--- src/rtl/wb_uart_tx_if.sv ---
// rtl/wb_uart_tx_if.sv - Wishbone slave bundle for the UART transmitter
// Purpose: groups the classic Wishbone request/response signals so the bus
//          side of wb_uart_tx travels as one port.
// Signals:
//   i_wb_adr  [3:0]   byte address, [3:2] selects the register
//   i_wb_dat  [31:0]  write data
//   i_wb_sel  [3:0]   byte selects
//   i_wb_we           write enable
//   i_wb_cyc          bus cycle
//   i_wb_stb          strobe
//   o_wb_rdt  [31:0]  read data, valid while o_wb_ack is high
//   o_wb_ack          single-cycle acknowledge
// Modports: master drives the i_wb_* side, slave drives the o_wb_* side.
interface wb_uart_tx_if;
    logic [3:0]  i_wb_adr;
    logic [31:0] i_wb_dat;
    logic [3:0]  i_wb_sel;
    logic        i_wb_we;
    logic        i_wb_cyc;
    logic        i_wb_stb;
    logic [31:0] o_wb_rdt;
    logic        o_wb_ack;

    modport master (
        output i_wb_adr, i_wb_dat, i_wb_sel, i_wb_we, i_wb_cyc, i_wb_stb,
        input  o_wb_rdt, o_wb_ack
    );

    modport slave (
        input  i_wb_adr, i_wb_dat, i_wb_sel, i_wb_we, i_wb_cyc, i_wb_stb,
        output o_wb_rdt, o_wb_ack
    );
endinterface

--- src/rtl/wb_uart_tx.sv ---
// rtl/wb_uart_tx.sv - Wishbone UART transmitter with byte FIFO, 8N1 framing
// Purpose: firmware pushes console bytes over Wishbone; they are queued in a
//          small FIFO and serialised LSB first with one start and one stop bit.
// Ports:
//   clk        system clock
//   rstn       asynchronous active-low reset
//   wb         Wishbone slave bundle (wb_uart_tx_if.slave)
//   o_uart_tx  serial line, idles high
//   o_irq      level interrupt: IRQ_EN & FIFO empty & transmitter idle
// Registers: 0x0 TXDATA (W), 0x4 STATUS (R, bit3 W1C), 0x8 CTRL (R/W).
module wb_uart_tx #(
    parameter int CLK_FREQ_HZ = 50_000_000,
    parameter int BAUD        = 115200,
    parameter int FIFO_DEPTH  = 8
) (
    input  logic            clk,
    input  logic            rstn,
    wb_uart_tx_if.slave     wb,
    output logic            o_uart_tx,
    output logic            o_irq
);

    localparam int DIV = CLK_FREQ_HZ / BAUD;
    localparam int AW  = $clog2(FIFO_DEPTH);
    localparam int CW  = AW + 1;
    localparam int BW  = $clog2(DIV);

    localparam logic [BW-1:0] BAUD_LAST = BW'(DIV - 1);
    localparam logic [CW-1:0] DEPTH_C   = CW'(FIFO_DEPTH);

    typedef enum logic [1:0] {
        S_IDLE,
        S_START,
        S_DATA,
        S_STOP
    } state_t;

    // Bus side
    logic          ack_q, ack_d;
    logic [31:0]   rdt_q, rdt_d;
    logic          irq_q, irq_d;
    logic          irq_en_q, irq_en_d;
    logic          ovf_q, ovf_d;

    // FIFO
    logic [7:0]    mem_q [FIFO_DEPTH];
    logic [AW-1:0] wr_ptr_q, wr_ptr_d;
    logic [AW-1:0] rd_ptr_q, rd_ptr_d;
    logic [CW-1:0] count_q, count_d;

    // Transmitter
    state_t        state_q, state_d;
    logic [BW-1:0] baud_q, baud_d;
    logic [2:0]    bit_q, bit_d;
    logic [7:0]    shift_q, shift_d;
    logic          tx_q, tx_d;

    logic          wb_req, wb_wr, wb_rd;
    logic [1:0]    reg_idx;
    logic          fifo_full, fifo_empty;
    logic          push_req, push, pop;
    logic          ovf_clr, ctrl_wr;
    logic          baud_end;
    logic [7:0]    fifo_head;
    logic [31:0]   status_w;
    logic          unused_bits;

    // A new access is only taken while ack is low, so a held strobe is
    // acknowledged every second cycle and each access acts exactly once.
    assign wb_req   = wb.i_wb_cyc & wb.i_wb_stb & ~ack_q;
    assign wb_wr    = wb_req & wb.i_wb_we;
    assign wb_rd    = wb_req & ~wb.i_wb_we;
    assign reg_idx  = wb.i_wb_adr[3:2];

    assign fifo_full  = (count_q == DEPTH_C);
    assign fifo_empty = (count_q == '0);
    assign fifo_head  = mem_q[rd_ptr_q];

    // Fullness is judged on the pre-pop count: a push while full is dropped
    // even if the transmitter pops in the same cycle.
    assign push_req = wb_wr & (reg_idx == 2'd0) & wb.i_wb_sel[0];
    assign push     = push_req & ~fifo_full;
    assign ovf_clr  = wb_wr & (reg_idx == 2'd1) & wb.i_wb_sel[0] & wb.i_wb_dat[3];
    assign ctrl_wr  = wb_wr & (reg_idx == 2'd2) & wb.i_wb_sel[0];

    assign baud_end = (baud_q == BAUD_LAST);

    assign unused_bits = ^{wb.i_wb_dat[31:8], wb.i_wb_adr[1:0], wb.i_wb_sel[3:1]};

    always_comb begin
        status_w            = '0;
        status_w[0]         = fifo_full;
        status_w[1]         = fifo_empty;
        status_w[2]         = (state_q != S_IDLE);
        status_w[3]         = ovf_q;
        status_w[8 +: CW]   = count_q;
    end

    // Register file, acknowledge and interrupt
    always_comb begin
        ack_d    = wb_req;
        rdt_d    = '0;
        irq_en_d = irq_en_q;
        ovf_d    = ovf_q;
        if (wb_rd) begin
            case (reg_idx)
                2'd1:    rdt_d = status_w;
                2'd2:    rdt_d = {31'b0, irq_en_q};
                default: rdt_d = '0;
            endcase
        end
        if (ctrl_wr) begin
            irq_en_d = wb.i_wb_dat[0];
        end
        if (push_req && fifo_full) begin
            ovf_d = 1'b1;
        end else if (ovf_clr) begin
            ovf_d = 1'b0;
        end
        irq_d = irq_en_q & fifo_empty & (state_q == S_IDLE);
    end

    // FIFO pointers and occupancy
    always_comb begin
        wr_ptr_d = wr_ptr_q;
        rd_ptr_d = rd_ptr_q;
        count_d  = count_q;
        if (push) begin
            wr_ptr_d = wr_ptr_q + AW'(1);
        end
        if (pop) begin
            rd_ptr_d = rd_ptr_q + AW'(1);
        end
        case ({push, pop})
            2'b10:   count_d = count_q + CW'(1);
            2'b01:   count_d = count_q - CW'(1);
            default: count_d = count_q;
        endcase
    end

    // Transmit FSM: every start, data and stop bit lasts DIV cycles; the baud
    // counter restarts from zero whenever the state or bit index changes.
    always_comb begin
        state_d = state_q;
        baud_d  = baud_q;
        bit_d   = bit_q;
        shift_d = shift_q;
        tx_d    = tx_q;
        pop     = 1'b0;
        case (state_q)
            S_IDLE: begin
                tx_d   = 1'b1;
                baud_d = '0;
                if (!fifo_empty) begin
                    pop     = 1'b1;
                    shift_d = fifo_head;
                    state_d = S_START;
                    tx_d    = 1'b0;
                end
            end
            S_START: begin
                if (baud_end) begin
                    baud_d  = '0;
                    bit_d   = '0;
                    state_d = S_DATA;
                    tx_d    = shift_q[0];
                end else begin
                    baud_d = baud_q + BW'(1);
                end
            end
            S_DATA: begin
                if (baud_end) begin
                    baud_d = '0;
                    if (bit_q == 3'd7) begin
                        state_d = S_STOP;
                        tx_d    = 1'b1;
                    end else begin
                        bit_d   = bit_q + 3'd1;
                        shift_d = {1'b0, shift_q[7:1]};
                        tx_d    = shift_q[1];
                    end
                end else begin
                    baud_d = baud_q + BW'(1);
                end
            end
            S_STOP: begin
                if (baud_end) begin
                    baud_d = '0;
                    // Chain straight into the next start bit so back-to-back
                    // bytes leave no idle gap on the line.
                    if (!fifo_empty) begin
                        pop     = 1'b1;
                        shift_d = fifo_head;
                        state_d = S_START;
                        tx_d    = 1'b0;
                    end else begin
                        state_d = S_IDLE;
                    end
                end else begin
                    baud_d = baud_q + BW'(1);
                end
            end
            default: begin
                state_d = S_IDLE;
                tx_d    = 1'b1;
                baud_d  = '0;
            end
        endcase
    end

    always_ff @(posedge clk or negedge rstn) begin
        if (!rstn) begin
            ack_q    <= 1'b0;
            rdt_q    <= '0;
            irq_q    <= 1'b0;
            irq_en_q <= 1'b0;
            ovf_q    <= 1'b0;
            wr_ptr_q <= '0;
            rd_ptr_q <= '0;
            count_q  <= '0;
            state_q  <= S_IDLE;
            baud_q   <= '0;
            bit_q    <= '0;
            shift_q  <= '0;
            tx_q     <= 1'b1;
        end else begin
            ack_q    <= ack_d;
            rdt_q    <= rdt_d;
            irq_q    <= irq_d;
            irq_en_q <= irq_en_d;
            ovf_q    <= ovf_d;
            wr_ptr_q <= wr_ptr_d;
            rd_ptr_q <= rd_ptr_d;
            count_q  <= count_d;
            state_q  <= state_d;
            baud_q   <= baud_d;
            bit_q    <= bit_d;
            shift_q  <= shift_d;
            tx_q     <= tx_d;
        end
    end

    // Storage needs no reset: occupancy is governed by the pointers alone.
    always_ff @(posedge clk) begin
        if (push) begin
            mem_q[wr_ptr_q] <= wb.i_wb_dat[7:0];
        end
    end

    assign wb.o_wb_ack = ack_q;
    assign wb.o_wb_rdt = rdt_q;
    assign o_uart_tx   = tx_q;
    assign o_irq       = irq_q;

endmodule

--- src/flat_wrapper.sv ---
// flat-port wrapper written by rule: the top's interface ports become plain ports
module wb_uart_tx_flat 
#(
    parameter int CLK_FREQ_HZ = 50_000_000,
    parameter int BAUD        = 115200,
    parameter int FIFO_DEPTH  = 8
)
  (clk, rstn, o_uart_tx, o_irq, wb_i_wb_adr, wb_i_wb_dat, wb_i_wb_sel, wb_i_wb_we, wb_i_wb_cyc, wb_i_wb_stb, wb_o_wb_rdt, wb_o_wb_ack);
  wb_uart_tx_if wb_i ();
  input  logic clk;
  input  logic rstn;
  output logic o_uart_tx;
  output logic o_irq;
  input wire logic [$bits(wb_i.i_wb_adr)-1:0] wb_i_wb_adr;
  input wire logic [$bits(wb_i.i_wb_dat)-1:0] wb_i_wb_dat;
  input wire logic [$bits(wb_i.i_wb_sel)-1:0] wb_i_wb_sel;
  input wire logic [$bits(wb_i.i_wb_we)-1:0] wb_i_wb_we;
  input wire logic [$bits(wb_i.i_wb_cyc)-1:0] wb_i_wb_cyc;
  input wire logic [$bits(wb_i.i_wb_stb)-1:0] wb_i_wb_stb;
  output wire logic [$bits(wb_i.o_wb_rdt)-1:0] wb_o_wb_rdt;
  output wire logic [$bits(wb_i.o_wb_ack)-1:0] wb_o_wb_ack;
  assign wb_i.i_wb_adr = wb_i_wb_adr;
  assign wb_i.i_wb_dat = wb_i_wb_dat;
  assign wb_i.i_wb_sel = wb_i_wb_sel;
  assign wb_i.i_wb_we = wb_i_wb_we;
  assign wb_i.i_wb_cyc = wb_i_wb_cyc;
  assign wb_i.i_wb_stb = wb_i_wb_stb;
  assign wb_o_wb_rdt = wb_i.o_wb_rdt;
  assign wb_o_wb_ack = wb_i.o_wb_ack;
  wb_uart_tx #(.CLK_FREQ_HZ(CLK_FREQ_HZ), .BAUD(BAUD), .FIFO_DEPTH(FIFO_DEPTH)) u_core (.clk(clk), .rstn(rstn), .wb(wb_i), .o_uart_tx(o_uart_tx), .o_irq(o_irq));
endmodule
--- config.mk ---
export PLATFORM = sky130hd
export DESIGN_NAME = wb_uart_tx_flat
export DESIGN_NICKNAME = d
export VERILOG_FILES = /design/src/rtl/wb_uart_tx_if.sv /design/src/rtl/wb_uart_tx.sv /design/src/flat_wrapper.sv
export SDC_FILE = /design/constraint.sdc
export NUM_CORES = 1
export LEC_CHECK = 0
export CAP_MARGIN = 20
export CORE_ASPECT_RATIO = 2
export CORE_MARGIN = 1.5
export CORE_UTILIZATION = 36
export DETAILED_ROUTE_END_ITERATION = 8
export HOLD_SLACK_MARGIN = 0.08
export SLEW_MARGIN = 20
export SYNTH_ARGS = -nofsm -noshare
export SYNTH_HDL_FRONTEND = slang
export SYNTH_SLANG_ARGS = --single-unit
--- constraint.sdc ---
create_clock -name clk -period 6.4 [get_ports clk]
set_clock_uncertainty 0.2 [all_clocks]
set_input_delay 0.96 -clock clk [delete_from_list [all_inputs] [get_ports clk]]
set_output_delay 0.96 -clock clk [all_outputs]
set_load 0.1 [all_outputs]
**After elaboration in Yosys (flattened, before gate mapping)**

Memories as Yosys holds them, arrays and structs flattened.
Index checks and enable logic that the tools add are counted.
W data, S select, Z words.

- $add $sub $neg: 6
- $mul: 0
- Divide/modulo/power cells: 0
- Magnitude comparators: 0
- Eq/ne operators: 17
- Shift operators: 0
- Mux-type cells: 35
- Bitwise gates (word level): 17
- Reductions and logical operators: 14

Operators by type and width:

| operator | count |
|---|---|
| $mux W32 | 1 |
| $mux W8 | 4 |
| $pmux W12 S2 | 1 |
| $pmux W8 S3 | 1 |
| $pmux W9 S2 | 1 |
| $and A1 B1 Y1 | 14 |
| $mux W1 | 13 |
| $reduce_and A4 Y1 | 3 |
| $mux W2 | 5 |
| $add A3 B1 Y3 const B | 3 |
| $add A9 B1 Y9 const B | 1 |
| $eq A9 B9 Y1 const B | 1 |
| $mux W3 | 3 |
| $mux W9 | 1 |
| $eq A2 B2 Y1 const B | 4 |
| $ne A2 B1 Y1 const B | 4 |
| $pmux W2 S4 | 1 |
| $pmux W4 S2 | 1 |
| $reduce_bool A2 Y1 | 4 |
| $eq A2 B1 Y1 const B | 3 |
| $ne A2 B2 Y1 const B | 3 |
| $pmux W3 S2 | 1 |
| $reduce_and A5 Y1 | 1 |
| $add A4 B1 Y4 const B | 1 |
| other kinds (11) | 14 |

- Register bits after elaboration: 69
- Latch bits: 0
- Memory bits (writable): 64
- ROM bits: 0
- Input port bits: 45
- Output and inout port bits: 35
- Word-level logic and storage cells: 103
- Memories kept: 1

Memory list:

| name | words | bits a word | rd ports | clocked after memory_dff | write ports | RTL line | source |
|---|---|---|---|---|---|---|---|
| u_core.mem_q | 8 | 8 | 1 | 0 | 1 | wb_uart_tx.sv:46 | `logic [7:0] mem_q [FIFO_DEPTH];` |

**Depth between registers and ports, before layout**

- Word-level depth: 8
- Depth in mapped cells: 14
- Gate-level depth less buffers: 12

**Worst setup path before layout**

OpenSTA, ideal clock, no wires.

- Path type: input to register
- Start point: input port wb_i_wb_adr[2]
- End point: memory u_core.mem_q[0][0], enable pin
- Library setup time: 0.383 ns
- Arrival time: 2.302 ns
- Data required time: 5.817 ns
- Setup slack: 3.515 ns
- Stages: 5
- Path buffers: 0
- Cells stage by stage: inv_1 > ha_1 > nand4_2 > or2_2 > nor3_1

- Cells in the longest elaborated chain, start to end: 6

Ends and longest elaborated chain:

| element | RTL line | source |
|---|---|---|
| from (decl) | flat_wrapper.sv:14 | `input wire logic [$bits(wb_i.i_wb_adr)-1:0] wb_i_wb_adr;` |
| $logic_not A2 Y1 | wb_uart_tx.sv:81 | `assign push_req = wb_wr & (reg_idx == 2'd0) & wb.i_wb_sel[0];` |
| $and A1 B1 Y1 (2 in a row) | wb_uart_tx.sv:81 |  |
| $and A1 B1 Y1 | wb_uart_tx.sv:82 | `assign push = push_req & ~fifo_full;` |
| $mux W1 | wb_uart_tx.sv:245 | `if (push) begin` |
| $mux W1 (implied by the code) | wb_uart_tx.sv:246 | `mem_q[wr_ptr_q] <= wb.i_wb_dat[7:0];` |
| to (decl) | wb_uart_tx.sv:46 |  |

No other way between the ends.

**Worst setup path in the final report**

- Start point: input port wb_i_wb_adr[3]
- End point: memory u_core.mem_q[2][3], enable pin

The elaborated chain is that of the path after synthesis.

==> results.json <==
{
  "area_delta_synth_final_pct": 12.37,
  "postRouteAntennaNets": 0,
  "initial_utilization_pct": 36.99,
  "cp_max_fo": 8,
  "tightestPinTransition_ns": 0.9936,
  "avgSynthCellArea_sq_um": 14.53,
  "die_w_um": 86.32,
  "placement_rows": 60,
  "rr_worst_depth": 12,
  "grt_pass1_wl_mm": 14.86,
  "clockBufferDepth": 2,
  "finalSetupViolCount": 0,
  "ys_seq_elements": 109,
  "outcome": "complete, no violations",
  "vdd_drop_max_v": 0.0001685,
  "critPathBufInv": 2,
  "crit_chain": "clkdlybuf4s50_1 -> inv_1 -> ha_1 -> nand4_2 -> or2_2 -> nor2_1",
  "worstSetupPathType": "primary input to flop",
  "grt_max_degree": 46,
  "wl_per_cell_um": 17.11,
  "die-area_sq_um": 14640,
  "ys_types": 61,
  "pre_cts_ws_ns": 2.689,
  "overflow": 0,
  "antenna_found_initial": 0,
  "holdBufCountCts": 0,
  "nets": 430,
  "ctsResizeCount": 0,
  "holdCritPathClass": "flop to flop",
  "cts.sinks": 109,
  "worstPathRequired_ns": 6.17,
  "postSynthCellCount": 344,
  "yosysTopAreaCellShare_pct": 38.45,
  "core_sq_um": 13510,
  "synth_ff_type": "edfxtp_1",
  "fp.dieH_um": 169.6,
  "synth_area_leaders": "edfxtp_1, dfrtp_1, mux4_2, ha_1, buf_4",
  "async_flop_share_pct": 41.28,
  "dpl_cell_area_sq_um": 5293,
  "vias": 2729,
  "fin_ws_ns": 3.142,
  "synth_edf_count": 64,
  "numCtsBuffers": 9,
  "cp-end-kind": "flop",
  "dp_hpwl_mm": 6.166,
  "slew_headroom_pct": 33.52,
  "hold_viol": 0,
  "slew_violations": 0,
  "postCtsSetupRepairBufs": 0,
  "avgViaCountPerCell": 5.169,
  "insertion_delay_ns": 0.36,
  "cts_max_level": 3,
  "power.leakage_uw": 0.002153,
  "track_usage_pct": 13.75,
  "fin_crit_ns": 3.258,
  "pin_count": 80,
  "wirelength_mm": 9.034,
  "stdcell_count": 528,
  "grt_pass1_vias": 2759,
  "path_delay_family": "simple AND/OR/NAND/NOR gates",
  "root_buffer": "clkbuf_16",
  "arrival_ns": 3.03,
  "max_stage_delay_ns": 0.76,
  "drc": 0,
  "clk_pin_slew_ns": 0.08,
  "rsz0062_at_grt": "false",
  "cpMaxStageDelayCell": "nor2_1",
  "yosys_warnings": 0,
  "fin_area_sq_um": 5617,
  "setup_tns_ns": 0,
  "cp.depth": 6,
  "insertedDiodeCount": 0,
  "drv_cap": 0,
  "post-route-period-util_pct": 50.91,
  "whs_ns": 0.2891,
  "drive_gt1_share_pct": 16.35,
  "p_per_area_nw_per_um2": 400.9,
  "fill_cells": 1250,
  "gp_congestion": 0.7870,
  "yosys.area.top_type": "edfxtp_1",
  "fmax_mhz": 306.9,
  "drt_iter0_markers": 76,
  "dp_cells": 512,
  "synth_area_sq_um": 4999,
  "cts_tree": "built",
  "startpoint_type": "primary input",
  "min_path_cells": 1,
  "port_buffers": 26,
  "ys_seq_area_share_pct": 61.00,
  "firstDrtPassIters": 4
}
-- cells in the mapped netlist, types with 2 or more instances --
cell	instances
nor3_1	5
buf_2	5
or3_1	2
and3b_1	2
nand4_1	2
nor2b_1	3
dfrtp_1	44
and2_1	2
a22o_1	3
inv_1	6
nand3_1	6
nor2_1	19
nand2b_1	2
xor2_1	9
mux2i_1	8
mux4_2	15
buf_4	25
edfxtp_1	64
o22a_1	2
mux2_2	11
buf_6	3
xnor2_1	5
o21ai_0	21
a21oi_1	7
and3_1	7
nand2_1	13
ha_1	17
clkbuf_1	3
-- path summary, 6_finish.rpt --
kind | from | end | slack [ns]
setup / recovery | wb_i_wb_adr[3] | u_core.mem_q[2][3] | 3.14
hold / removal | u_core.baud_q[0] | u_core.baud_q[0] | 0.29
setup reg to reg | u_core.baud_q[1] | u_core.count_q[2] | 3.31
hold reg to reg | u_core.baud_q[0] | u_core.baud_q[0] | 0.29
max in group asynchronous | rstn | u_core.shift_q[1] | 5.20
min in group asynchronous | rstn | u_core.wb.o_wb_rdt[3] | 0.39
-- sequential cells by signal (all words and copies together), names as in the netlist, 2 cells and up --
signal	cells
u_core.shift_q	8
u_core.wr_ptr_q	3
u_core.wb.o_wb_rdt	8
u_core.rd_ptr_q	3
u_core.state_q	2
u_core.bit_q	3
u_core.mem_q	64
u_core.count_q	4
u_core.baud_q	9
-- cell families after synthesis --
group           count (synthesis)  synth area share (%)
flops                         109                 61.00
buf+inv                        44                 5.782
xor+xnor                       14                 2.453
fa+ha+maj                      17                 4.255
mux                            36                 11.36
simple gates                   76                 8.811
other cells                     1               0.07502
compound gates                 47                 6.258
-- placed cells by master, fill, tap and decap left out, types with 3 or more instances in the layout --
master	instances
xnor2_1	5
xor2_1	9
clkbuf_16	9
a21oi_1	7
conb_1	24
dfrtp_1	44
nor2b_1	3
nor3_2	3
mux2i_1	8
nand2_1	13
nor2_1	19
nor3_1	3
inv_1	6
nand3_1	6
o21ai_0	21
ha_1	17
buf_4	3
edfxtp_1	64
a22o_1	3
mux2_2	11
and3_1	7
clkdlybuf4s50_1	25
mux4_2	15
-- per-layer routing --
metal  up-vias  GRT usage (%)  part of all wire, %
met4         0          6.311                  3.0
li1       1275              -                    -
met2        51          24.73                   57
met5         -              0                    0
met1      1387          14.86                   37
met3        16          3.356                  2.8
-- final cells by class --
type	instances	area [sq um]	area share, %
sequential	109	3049	54.29
clock inverter	7	96.34	1.715
multi-input combinational	214	1757	31.28
inverter	6	22.52	0.4010
clock buffer	9	225.2	4.010
tap	155	193.9	3.453
timing repair buffer	28	272.8	4.856
-- power by group --
part	switching, uW	internal (uW)
logic	398	324
registers	119	827
clock network	295	288
-- stage by stage --
step                utilization, %  power, uW
global placement             39.17       1673
detailed placement           39.17       1695
CTS                          41.55       2281
finish                       41.56       2252
floorplan                        -       1572
global route                 41.56       2385
Note: power is estimated with default switching activity, not from simulation.
